[config.mk]
export PLATFORM = sky130hd
export DESIGN_NAME = mygo_chan_arb
export DESIGN_NICKNAME = d
export VERILOG_FILES = /design/src/rtl/mygo_chan_arb.sv
export SDC_FILE = /design/constraint.sdc
export NUM_CORES = 1
export LEC_CHECK = 0
export BUFFER_PORTS_ARGS = -buffer_cell sky130_fd_sc_hd__buf_2
export CAP_MARGIN = 20
export CELL_PAD_IN_SITES_DETAIL_PLACEMENT = 1
export CELL_PAD_IN_SITES_GLOBAL_PLACEMENT = 1
export CORE_ASPECT_RATIO = 0.7
export CORE_UTILIZATION = 25
export DETAILED_ROUTE_END_ITERATION = 10
export PLACE_DENSITY_LB_ADDON = 0.08
export SETUP_SLACK_MARGIN = 0.05
export SKIP_CTS_REPAIR_TIMING = 1
export SLEW_MARGIN = 20
export SYNTH_ARGS = -nofsm -noshare
export SYNTH_HDL_FRONTEND = slang
export SYNTH_SLANG_ARGS = --single-unit
[constraint.sdc]
create_clock -name clk -period 1.67 [get_ports clk]
set_input_delay 0.167 -clock clk [delete_from_list [all_inputs] [get_ports clk]]
set_output_delay 0.167 -clock clk [all_outputs]
set_load 0.1 [all_outputs]
[src/rtl/mygo_chan_arb.sv]
// N-to-1 round-robin write-port arbiter feeding one channel FIFO input.
// The grant is registered, held under backpressure and rotated after QUANTUM beats.
module mygo_chan_arb #(
    parameter int unsigned N_WRITERS  = 2,
    parameter int unsigned DATA_WIDTH = 32,
    parameter int unsigned QUANTUM    = 1,
    localparam int unsigned GW        = (N_WRITERS > 1) ? $clog2(N_WRITERS) : 1
) (
    input  logic                            clk,
    input  logic                            rst,
    input  logic [N_WRITERS*DATA_WIDTH-1:0] in_data,
    input  logic [N_WRITERS-1:0]            in_valid,
    output logic [N_WRITERS-1:0]            in_ready,
    output logic [DATA_WIDTH-1:0]           out_data,
    output logic                            out_valid,
    input  logic                            out_ready,
    output logic [GW-1:0]                   grant_id,
    output logic                            busy,
    output logic [31:0]                     xfer_count
);

    typedef enum logic {StIdle, StGrant} state_e;

    state_e          state_q, state_d;
    logic [GW-1:0]   grant_q, grant_d;
    logic [GW-1:0]   rr_ptr_q, rr_ptr_d;
    logic [7:0]      beat_q, beat_d;
    logic [31:0]     xfer_q, xfer_d;

    logic            xfer;
    logic            release_grant;
    logic [8:0]      beat_inc;
    logic [GW:0]     idle_pick;
    logic [GW:0]     rel_pick;
    int unsigned     g;
    int unsigned     g_next;

    // Returns {found, index} of the first requester at or after start, wrapping.
    function automatic logic [GW:0] pick_first(input logic [N_WRITERS-1:0] req,
                                               input int unsigned start);
        logic          found;
        logic [GW-1:0] idx;
        int unsigned   c;
        found = 1'b0;
        idx   = '0;
        for (int unsigned k = 0; k < N_WRITERS; k++) begin
            c = start + k;
            if (c >= N_WRITERS) begin
                c = c - N_WRITERS;
            end
            if (!found && req[c]) begin
                found = 1'b1;
                idx   = GW'(c);
            end
        end
        return {found, idx};
    endfunction

    always_comb begin
        g        = int'(grant_q);
        g_next   = (g + 1 >= N_WRITERS) ? 0 : g + 1;
        beat_inc = {1'b0, beat_q} + 9'd1;

        idle_pick = pick_first(in_valid, int'(rr_ptr_q));
        // The current owner is scanned last, so it is re-granted only when alone.
        rel_pick  = pick_first(in_valid, g_next);

        state_d  = state_q;
        grant_d  = grant_q;
        rr_ptr_d = rr_ptr_q;
        beat_d   = beat_q;
        xfer_d   = xfer_q;

        out_valid     = 1'b0;
        out_data      = '0;
        in_ready      = '0;
        xfer          = 1'b0;
        release_grant = 1'b0;

        unique case (state_q)
            StIdle: begin
                if (idle_pick[GW]) begin
                    state_d = StGrant;
                    grant_d = idle_pick[GW-1:0];
                    beat_d  = '0;
                end
            end
            StGrant: begin
                out_data    = in_data[g*DATA_WIDTH +: DATA_WIDTH];
                out_valid   = in_valid[g];
                in_ready[g] = out_ready;
                xfer        = out_valid && out_ready;

                if (xfer) begin
                    xfer_d = xfer_q + 32'd1;
                    beat_d = beat_inc[7:0];
                end

                release_grant = (xfer && (beat_inc == 9'(QUANTUM))) || !in_valid[g];

                if (release_grant) begin
                    rr_ptr_d = GW'(g_next);
                    beat_d   = '0;
                    if (rel_pick[GW]) begin
                        grant_d = rel_pick[GW-1:0];
                    end else begin
                        state_d = StIdle;
                    end
                end
            end
            default: begin
                state_d = StIdle;
            end
        endcase
    end

    always_ff @(posedge clk or negedge rst) begin
        if (!rst) begin
            state_q  <= StIdle;
            grant_q  <= '0;
            rr_ptr_q <= '0;
            beat_q   <= '0;
            xfer_q   <= '0;
        end else begin
            state_q  <= state_d;
            grant_q  <= grant_d;
            rr_ptr_q <= rr_ptr_d;
            beat_q   <= beat_d;
            xfer_q   <= xfer_d;
        end
    end

    assign grant_id   = grant_q;
    assign busy       = (state_q == StGrant);
    assign xfer_count = xfer_q;

endmodule

Word level (Yosys, flattened, before mapping)
Cells that the tools add are included.

storage, ports and cells
  register bits = 43
  input bits = 69

operators by class
  bitwise operators = 2
  add/sub/neg operators = 9
  muxes and demuxes = 40
  shifts and indexed selects = 1
  eq/ne operators = 5
  reduce and logical (&&, ||, !) cells = 13
  $lt $le $gt $ge = 11

operator list
  kind                                                                 number
  2-to-1 mux 32 bit                                                    5
  less-than comparator 32 x 2 -> 1 bit (second input constant)         4
  variable part select 64 x 7 -> 32 bit                                1
  adder 32 x 1 -> 32 bit (second input constant)                       1
  greater-or-equal comparator 32 x 2 -> 1 bit (second input constant)  1
  2-to-1 mux 1 bit                                                     26
  2-to-1 mux 8 bit                                                     3
  one-hot mux 8 bit (2 select lines)                                   1
  adder 8 x 1 -> 9 bit (second input constant)                         1
  equality test 9 x 1 -> 1 bit (second input constant)                 1
  AND reduction 2 bit                                                  3
  subtractor 2 x 2 -> 3 bit (second input constant)                    2
  logical AND 1 bit                                                    5
  adder 1 x 1 -> 2 bit (second input constant)                         2
  greater-or-equal comparator 2 bit (second input constant)            2
  2-to-1 mux 2 bit                                                     2
  != test 2 x 1 -> 1 bit (second input constant)                       2
  one-hot mux 1 bit (2 select lines)                                   2
  subtractor 3 x 2 -> 4 bit (second input constant)                    1
  adder 2 x 1 -> 3 bit (second input constant)                         1
  greater-or-equal comparator 3 x 2 -> 1 bit (second input constant)   1
  zero test 1 bit                                                      3
  != test 3 x 1 -> 1 bit (second input constant)                       1
  AND reduction 3 bit                                                  1
  9 further kinds                                                      9

Logic depth before layout (Yosys ltp)
  word-level depth = 14
  gate-level depth with buffers = 8
  mapped depth without buffers = 6

Worst setup path after synthesis
No wires, ideal clock.

  path kind = register to output
  start point = reg with a tool-made name
  end point = out out_data[24]
  arrival = 3.185 ns
  stages on the path, launching flop included = 5
  path slack = -1.682 ns
  required time = 1.503 ns
  cell sequence = dfrtp_1 -> buf_1 -> buf_1 -> mux2i_1 -> nor2_1

RTL lines
  what       line  RTL
  to (decl)  14    output logic [DATA_WIDTH-1:0] out_data,

==> results.yml <==
route:
  firstDrtPassIters: 6
  route.detailed.drc: 0
  viasPerCell: 4.780
  route.detailed.wl_per_inst_microns: 18.68
  postRouteAntennaNets: 0
  drtIter0Drc: 67
  wirelength_microns: 11640
  vias: 2978
place:
  io_buffers: 137
  place_congestion: 0.7335
  place_ws_ns: -0.3102
  hpwlAfterDp_microns: 7589
sta:
  finalMaxSlewViolations: 0
  setup_slack_ns: -0.2584
  rsz0062_at_grt: "true"
  fin_crit_sh_pct: 115.5
  fmax_ghz: 0.5186
  hold_viol_final: 28
  tightest_slew_ns: 0.7587
  hold-worst-slack_ns: -0.05003
  period_minus_slack_ns: 1.928
  finClkSkew_ns: 0.007345
  setup_violations: 68
  relSlewSlack_pct: 49.42
die:
  die_area_sq_um: 10920
  fp.dieH_microns: 87.71
  die_width_microns: 124.4
  core_sq_um: 9947
  rows: 30
  io_pins: 138
  start_util_pct: 26.38
synth:
  synth-async-reset-ratio_pct: 100.0
  synth_cells: 286
  synthFlopType: "dfrtp_1"
  synth_edf_count: 0
  seq_area_frac_synth_pct: 41.01
  synth.distinct_cells: 37
  syn_avg_cell_area_sq_um: 9.174
  syn-num-nets: 358
  netlist_area_sq_um: 2624
  yosysWarnings: 0
  synth_seq_cells: 43
worst_setup_path:
  slowest_delay_ns: 0.50
  cp_slowest_cell: "dfrtp_4"
  critPathMaxFanout: 3
  cp_data_arrival_time_ns: 2.12
  worstPathRequired_ns: 1.87
  crit_path_start_kind: "register"
  path_buf_inv: 0
  cpLargestDelayFamily: "simple AND/OR/NAND/NOR gates"
  path_class: "reg -> reg"
  path_cells: "mux2i_4 -> or3_4 -> nor4_4 -> nand4_1 -> xnor2_1"
  endpoint_kind: "register"
worst_hold_path:
  min_path_type: "in -> async"
run_status:
  violations: "hold timing, setup timing"
  status: "finished, violations left"
cells_and_area:
  n_fill_cell: 1048
  areaGrowthSynthToFinish_pct: 120.6
  multiInputGateArea_sq_um: 2248
  final_nets: 566
  drive_gt1_share_pct: 72.32
  num_antenna_cells: 0
  register_area_sq_um: 1142
global_routing:
  antenna_found_initial: 0
  grt-ovfl-total: 0
  grt_usage_pct: 16.77
  grt_max_degree: 41
  grt_pass1_vias: 2862
  grt_first_pass_wirelength_microns: 14550
clock_network:
  cts_sinks: 43
  cts.path.max_buffers: 2
  cts_tree: "yes"
  clkTransAtPathRegs_ns: 0.07
  cts_root_buf: "clkbuf_16"
  cts-buffers-inserted: 5
  clk_latency_ns: 0.29
  htree_levels: 2
power_and_ir_drop:
  power_density_nw_per_um2: 970.9
  max-vdd-ir-drop_mv: 0.5402
  p_leak_nw: 2.620
job:
  drv_cap: 0
synth_stat cells, types with 2 or more instances:
master     n  area [sq um]
a21oi_1    2         10.01
a31oi_1    3         18.77
and2_1     2         12.51
and3_1    11         68.82
and4_1     3         26.28
buf_1      3         11.26
buf_2      4         20.02
clkbuf_1   4         15.01
dfrtp_1   43          1076
ha_1       3         37.54
inv_1      9         33.78
mux2i_1   34         340.3
nand2_1   25         93.84
nand2b_1   3         18.77
nand3_1   11         55.05
nand4_1    8         50.05
nor2_1    47         176.4
nor3_1     4         20.02
nor4_4     2         42.54
o21ai_0   15         75.07
or3_1      2         12.51
xnor2_1   26         227.7
xor2_1     8         70.07
worst register-to-register path, stage by stage, from the launching register on:
cell	delay, ns
dfrtp_4	0.50
mux2i_4	0.21
or3_4	0.37
nor4_4	0.38
nand4_1	0.16
xnor2_1	0.22
cells in the final DEF (no fill, tap or decap), types with 4 or more instances in the layout:
master / instances
nand3_2: 4
nor2_1: 5
nand2_1: 20
and3_1: 8
xnor2_2: 4
mux2i_4: 14
nand2_2: 5
inv_1: 9
dfrtp_2: 8
dfrtp_1: 20
nand3_1: 8
mux2i_2: 19
nor2_4: 40
o21ai_2: 5
o21ai_0: 6
buf_4: 49
nand4_1: 8
o21ai_1: 4
buf_12: 44
clkbuf_16: 11
dfrtp_4: 15
xor2_1: 8
buf_6: 11
xnor2_1: 22
buf_2: 101
final timing paths:
kind | start | to | slack [ns] | depth (start not counted)
max | register | xfer_count[16]$_DFFE_PN0P_ | -0.26 | 5
min | rst | xfer_count[16]$_DFFE_PN0P_ | -0.05 | 1
max reg2reg | register | xfer_count[16]$_DFFE_PN0P_ | -0.26 | 5
min reg2reg | xfer_count[31]$_DFFE_PN0P_ | xfer_count[31]$_DFFE_PN0P_ | 0.48 | 1
max in group asynchronous | rst | xfer_count[29]$_DFFE_PN0P_ | 1.13 | 2
min in group clk | in_valid[1] | busy$_DFF_PN0_ | 0.24 | 2
per-stage QoR:
step                power (mW)  cell area (sq um)  utilization, %  instances  TNS (ns)
floorplan                3.167               3033               -        286    -17.03
global placement         4.090               4787           48.13        598    -5.308
detailed placement       4.126               4787           48.13        598    -7.892
CTS                      5.115               4928           49.55        606    -19.22
global route             5.788               5788           58.19        623    -15.23
finish                   5.620               5788           58.19        623    -11.71
kinds of logic after synthesis:
logic type	share of synthesized area (%)
AO/OA/AOI/OAI	5.771
flip-flops	41.01
AND/OR/NAND/NOR	23.84
adder cells (fa/ha/maj)	1.431
XOR/XNOR	11.35
multiplexers	13.40
buffers and inverters	3.195
state kept, by name, indices dropped and copies added, names as in the netlist, named ones only:
| signal | cells |
|---|---|
| xfer_count | 32 |
| beat_q | 8 |
| busy | 1 |
| rr_ptr_q | 1 |
power by group:
part	switching (mW)	internal, mW
sequential	0.0810	1.16
clock	0.428	0.553
combinational	2.14	1.26
metal layers:
metal / wire length (microns) / GRT usage (%) / share of wire (%) / vias to the layer above
met5: 0 / 0 / 0 / -
met4: 82 / 3.505 / 0.70 / 0
met3: 304 / 3.360 / 2.6 / 7
met2: 6114 / 29.23 / 53 / 54
met1: 5137 / 21.71 / 44 / 1505
li1: - / - / - / 1412
layout make-up:
type                       instances  area share [%]
multi-input combinational        222           38.85
timing repair buffer             212           35.52
sequential                        43           19.74
tap                              128           2.767
clock buffer                       6           2.227
inverter                          10          0.6917
clock inverter                     2          0.2162
Note: power is estimated with default switching activity, not from simulation.
